### src/rtl/fetch_stage.sv
// -----------------------------------------------------------------------------
// fetch_stage
//   Instruction-fetch stage. It holds the PC, selects the next PC and drives the
//   byte address into a combinational instruction memory that returns the word
//   in the same cycle. The returned word is registered into IF/ID together with
//   its PC and PC+4 for the decode stage.
//
//   Control priority on each clock edge:
//     redirect > stall > halt detect > normal advance
//   Fetch halts on an all-zero instruction word (unused memory). It leaves the
//   halted state only on a redirect or a reset.
//
// Parameters:
//   RESET_PC    PC value loaded on reset
//   NOP_INSTR   word driven on id_instr when IF/ID holds no valid instruction
//
// Ports:
//   clk             clock, rising edge
//   rst_n           asynchronous active-low reset
//   imem_pc         byte address to instruction memory (= current PC)
//   imem_instr      instruction word for imem_pc, returned in the same cycle
//   stall           hold PC and IF/ID contents
//   redirect_valid  branch/jump taken; load redirect_pc
//   redirect_pc     redirect target byte address
//   id_valid        IF/ID holds a real instruction
//   id_pc           PC of id_instr
//   id_pc_plus4     id_pc + 4
//   id_instr        registered instruction
//   halted          fetch stopped on a zero word
//   misalign_err    sticky: a redirect target had bits[1:0] != 0
//
// Optional feature (macro FETCH_STATS_EN):
//   fetch_count     edges that loaded a valid instruction into IF/ID (wraps)
//   flush_count     redirects that discarded a valid IF/ID entry (wraps)
// -----------------------------------------------------------------------------
module fetch_stage #(
  parameter logic [31:0] RESET_PC  = 32'h0000_0000,
  parameter logic [31:0] NOP_INSTR = 32'h0000_0013
) (
  input  logic        clk,
  input  logic        rst_n,
  output logic [31:0] imem_pc,
  input  logic [31:0] imem_instr,
  input  logic        stall,
  input  logic        redirect_valid,
  input  logic [31:0] redirect_pc,
  output logic        id_valid,
  output logic [31:0] id_pc,
  output logic [31:0] id_pc_plus4,
  output logic [31:0] id_instr,
  output logic        halted,
`ifdef FETCH_STATS_EN
  output logic [31:0] fetch_count,
  output logic [15:0] flush_count,
`endif
  output logic        misalign_err
);

  typedef enum logic [1:0] {
    BOOT = 2'd0,
    RUN  = 2'd1,
    HALT = 2'd2
  } state_t;

  state_t      state_q;
  logic [31:0] pc_q;
  logic [31:0] pc_next_seq;

  // 32-bit modulo: 32'hFFFF_FFFC + 4 wraps to 0, for both the PC and id_pc_plus4.
  assign pc_next_seq = pc_q + 32'd4;

  assign imem_pc = pc_q;

  // halted is a pure decode of the state register, so it carries no
  // combinational path from any input.
  assign halted = (state_q == HALT);

  always_ff @(posedge clk or negedge rst_n) begin
    if (!rst_n) begin
      state_q      <= BOOT;
      pc_q         <= RESET_PC;
      id_valid     <= 1'b0;
      id_pc        <= 32'h0;
      id_pc_plus4  <= 32'h0;
      id_instr     <= NOP_INSTR;
      misalign_err <= 1'b0;
`ifdef FETCH_STATS_EN
      fetch_count  <= 32'h0;
      flush_count  <= 16'h0;
`endif
    end else if (redirect_valid) begin
      // NOTE: every register here uses non-blocking assignment so all state
      // updates see the pre-edge values (e.g. flush_count reads the old id_valid).
      pc_q     <= {redirect_pc[31:2], 2'b00};
      id_valid <= 1'b0;
      id_instr <= NOP_INSTR;
      state_q  <= RUN;
      if (redirect_pc[1:0] != 2'b00) begin
        misalign_err <= 1'b1;
      end
`ifdef FETCH_STATS_EN
      if (id_valid) begin
        flush_count <= flush_count + 16'd1;
      end
`endif
    end else begin
      case (state_q)
        BOOT: begin
          // One settling cycle after reset; PC held, IF/ID stays empty.
          state_q <= RUN;
        end
        RUN: begin
          if (stall) begin
            // Hold everything; no halt detection while stalled.
          end else if (imem_instr == 32'h0) begin
            id_valid <= 1'b0;
            id_instr <= NOP_INSTR;
            state_q  <= HALT;
          end else begin
            id_instr    <= imem_instr;
            id_pc       <= pc_q;
            id_pc_plus4 <= pc_next_seq;
            id_valid    <= 1'b1;
            pc_q        <= pc_next_seq;
`ifdef FETCH_STATS_EN
            fetch_count <= fetch_count + 32'd1;
`endif
          end
        end
        HALT: begin
          // Parked until redirect or reset; stall has no effect here.
          id_valid <= 1'b0;
        end
        default: begin
          state_q <= BOOT;
        end
      endcase
    end
  end

endmodule
### config.mk
export PLATFORM = sky130hd
export DESIGN_NAME = fetch_stage
export DESIGN_NICKNAME = d
export VERILOG_FILES = /design/src/rtl/fetch_stage.sv
export SDC_FILE = /design/constraint.sdc
export NUM_CORES = 1
export LEC_CHECK = 0
export CAP_MARGIN = 10
export CORE_MARGIN = 5
export CORE_UTILIZATION = 40
export DETAILED_ROUTE_END_ITERATION = 10
export PLACE_DENSITY = 0.72
export SYNTH_ARGS = -nofsm -noshare
export SYNTH_HDL_FRONTEND = slang
export SYNTH_SLANG_ARGS = --single-unit
### constraint.sdc
create_clock -name clk -period 3.68 [get_ports clk]
set_input_delay 0.736 -clock clk [delete_from_list [all_inputs] [get_ports clk]]
set_output_delay 0.736 -clock clk [all_outputs]
set_load 0.03 [all_outputs]
==> metrics <==
Worst Tran Pin Value=1200 ps; switching part of the total=30.3%; sw power=around 1.4 mW; 1st-iter DRT viols=346; # DRC=0; GRT Residual Overflow=0; Pint=about 3.2 mW; Clock power frac=37.7%; antenna violations before repair=0; clock transition at the registers of the reported paths=50 ps; Mapped Cells=545; Leakage=~3.5 nW; achievable clock frequency=369 MHz; CTS sink cnt=about 130; Root Buffer=clkbuf_16; post-CTS resize count=0; R2R Setup Slk=1230 ps; maximum VDD drop=0.258 mV; met3 WL=1100 µm; CTS H-tree depth=4; setup TNS=0 ps; Post-Place Cells=893; # IOs=199; post-synth cell types=49; Final setup viols=0; Flop pwr share=37.3%; Primary FF master, synth=dfrtp_1; setup ws final=968 ps; Post-Place Setup Slack=533 ps; Buffers on Ports=192; NumNets Final=~800; highest metal layer with signal wires=met4; CORE AREA=~14000 µm²; Max Cap Violations=0; largest net degree at the start of global routing=114; Hold Vio Cnt, Final=0; register bit count reported by yosys=126; Gate power share=25.0%; clock latency on the worst-skew pair=420 ps; drt pass-1 iters=4; pwr dens=540 nW/µm²; DR vias/cell=5.38; run status=complete, no violations; Total Wirelength=17100 µm; WL met1=~7400 µm; Synth Cell Area=5860 µm²; number of inserted diodes=0; vias in the first global route=5113; Yosys Warn Count=0; cts hold-fix bufs=0; Final ANT Viol Nets=0; synth-to-layout area growth=46.0%; layout cells sized above 1=11.3%; class of the worst hold path=in2async; post-CTS setup buffers=0; CP startpoint kind=input pin; DP HPWL=12300 µm; WP data arrival=about 3000 ps; critical path class=in2reg; post-layout util=59.3%; clock buffer depth=2; Die Span Y=131 µm; EDFF count, synth=0; most common cell after layout, fill and taps aside=clkdlybuf4s50_1; Die Footprint=between 15000 and 20000 µm²; Period Utilization, post-route=roughly 74%; first-pass GRT wire length=26900 µm; via count=4981; clk_skew=approximately 6.5 ps; # rows=44; Crit Path Max Fanout=43; Avg Inst Size Synth=10.8 µm²; RSZ-0062 raised after global routing=no; Non-Filler Instances=926; Slew Viols, Final=0; CTS tree=yes; min cycle time layout=approximately 2700 ps; DR WL met2=8370 µm; Initial Util=40.6%; commonest non-fill, non-tap cells in the layout=190 x clkdlybuf4s50_1, 123 x dfrtp_1, 69 x nand2_1; die width=around 130 µm; DR WL/cell=18.5 µm; Post-synth ARST share=100%; Placer Congestion=0.781; Design Power=around 4.6 mW; all-layer global routing usage=between 20 and 25%; Seq/Total Area, Yosys=a little over half; worst endpoint required time=3970 ps; cts bufs inserted=17; Slew headroom=19.9%; Worst setup EP type=flip-flop
==> worst paths after layout <==
path / start / to / cells after the start
worst max-delay path: imem_instr[0] / id_pc[26] / 6
worst min-delay path: rst_n / id_pc[27] / 1
worst max register to register: imem_pc[2] / imem_pc[22] / 6
worst min register to register: misalign_err / misalign_err / 1
max in group asynchronous: rst_n / imem_pc[29] / 2
min in group clk: misalign_err / misalign_err / 1
==> layout make-up <==
| class | count | area [µm²] |
|---|---|---|
| Sequential cell | 126 | 3160 |
| Clock buffer | 26 | 509 |
| Timing Repair Buffer | 203 | 2020 |
| Multi-Input combinational cell | 376 | 2520 |
| Tap cell | 184 | 230 |
| Fill cell | 1232 | 5870 |
| Inverter | 5 | 18.8 |
| Clock inverter | 6 | 105 |
==> worst max-delay path: stages <==
cell and delay [ps]:
clkdlybuf4s50_1 430, nor4_1 340, nand4_1 360, o211ai_4 310, buf_4 410, mux2_2 390
==> power by group through the flow <==
stage	combinational, mW	clock [mW]	sequential [mW]
2_1_floorplan	0.295	0	2.05
3_3_place_gp	1.15	0	1.73
3_5_place_dp	1.16	0	1.75
4_1_cts	1.17	1.76	1.73
5_1_grt	1.23	1.83	1.75
6_report	1.15	1.74	1.73
==> cells by family after synthesis <==
group                    share of synthesized area, %
buffers and inverters                            3.74
flip-flops                                       53.9
multiplexers                                     6.21
AND/OR/NAND/NOR                                  15.8
AO/OA/AOI/OAI                                    14.2
adder cells (fa/ha/maj)                         0.214
XOR/XNOR                                         5.83
other                                          0.0640
==> flip-flops by register name (all words and copies together), names as in the netlist <==
register,flops
state_q,2
imem_pc,30
id_pc,30
id_pc_plus4,30
id_instr,32
misalign_err,1
id_valid,1
==> synthesized netlist by cell type (2+ instances only) <==
library cell  instances  area (µm²)
nand2_1              69         259
and4_1                5        43.8
dfstp_2               3        78.8
nor2_1               20        75.1
mux2i_1               6        60.1
nand3_1              11        55.1
xor2_1               23         201
or3_1                 5        31.3
nor4_2                2        25.0
o211ai_1              7        52.6
a221o_1               3        30.0
or4_1                 3        22.5
nor2b_1              12        75.1
nor3_1               12        60.1
o2111ai_1             5        43.8
clkbuf_1             22        82.6
nand4_1              12        75.1
a22oi_1               8        60.1
nor4_1               13        81.3
buf_2                13        65.1
and3_1                4        25.0
o32a_1                3        30.0
dfrtp_1             123        3080
buf_4                 6        45.0
buf_1                 2        7.51
xnor2_1              16         140
a31oi_1               6        37.5
inv_1                 4        15.0
mux2_2               27         304
a22o_1               30         263
o21ai_0              52         260
==> layer usage <==
metal / up-vias / track usage, %
met5: - / 0
met4: 0 / 6.65
met3: 23 / 5.69
met2: 151 / 32.7
met1: 2467 / 26.6
li1: 2340 / -
==> per-stage QoR <==
stage	hold slack (ps)	cell area [µm²]
2_1_floorplan	440	5880
3_3_place_gp	450	7930
3_5_place_dp	462	7930
4_1_cts	477	8540
5_1_grt	499	8550
6_report	428	8550
No activity file was read; power rests on OpenSTA's default activity.
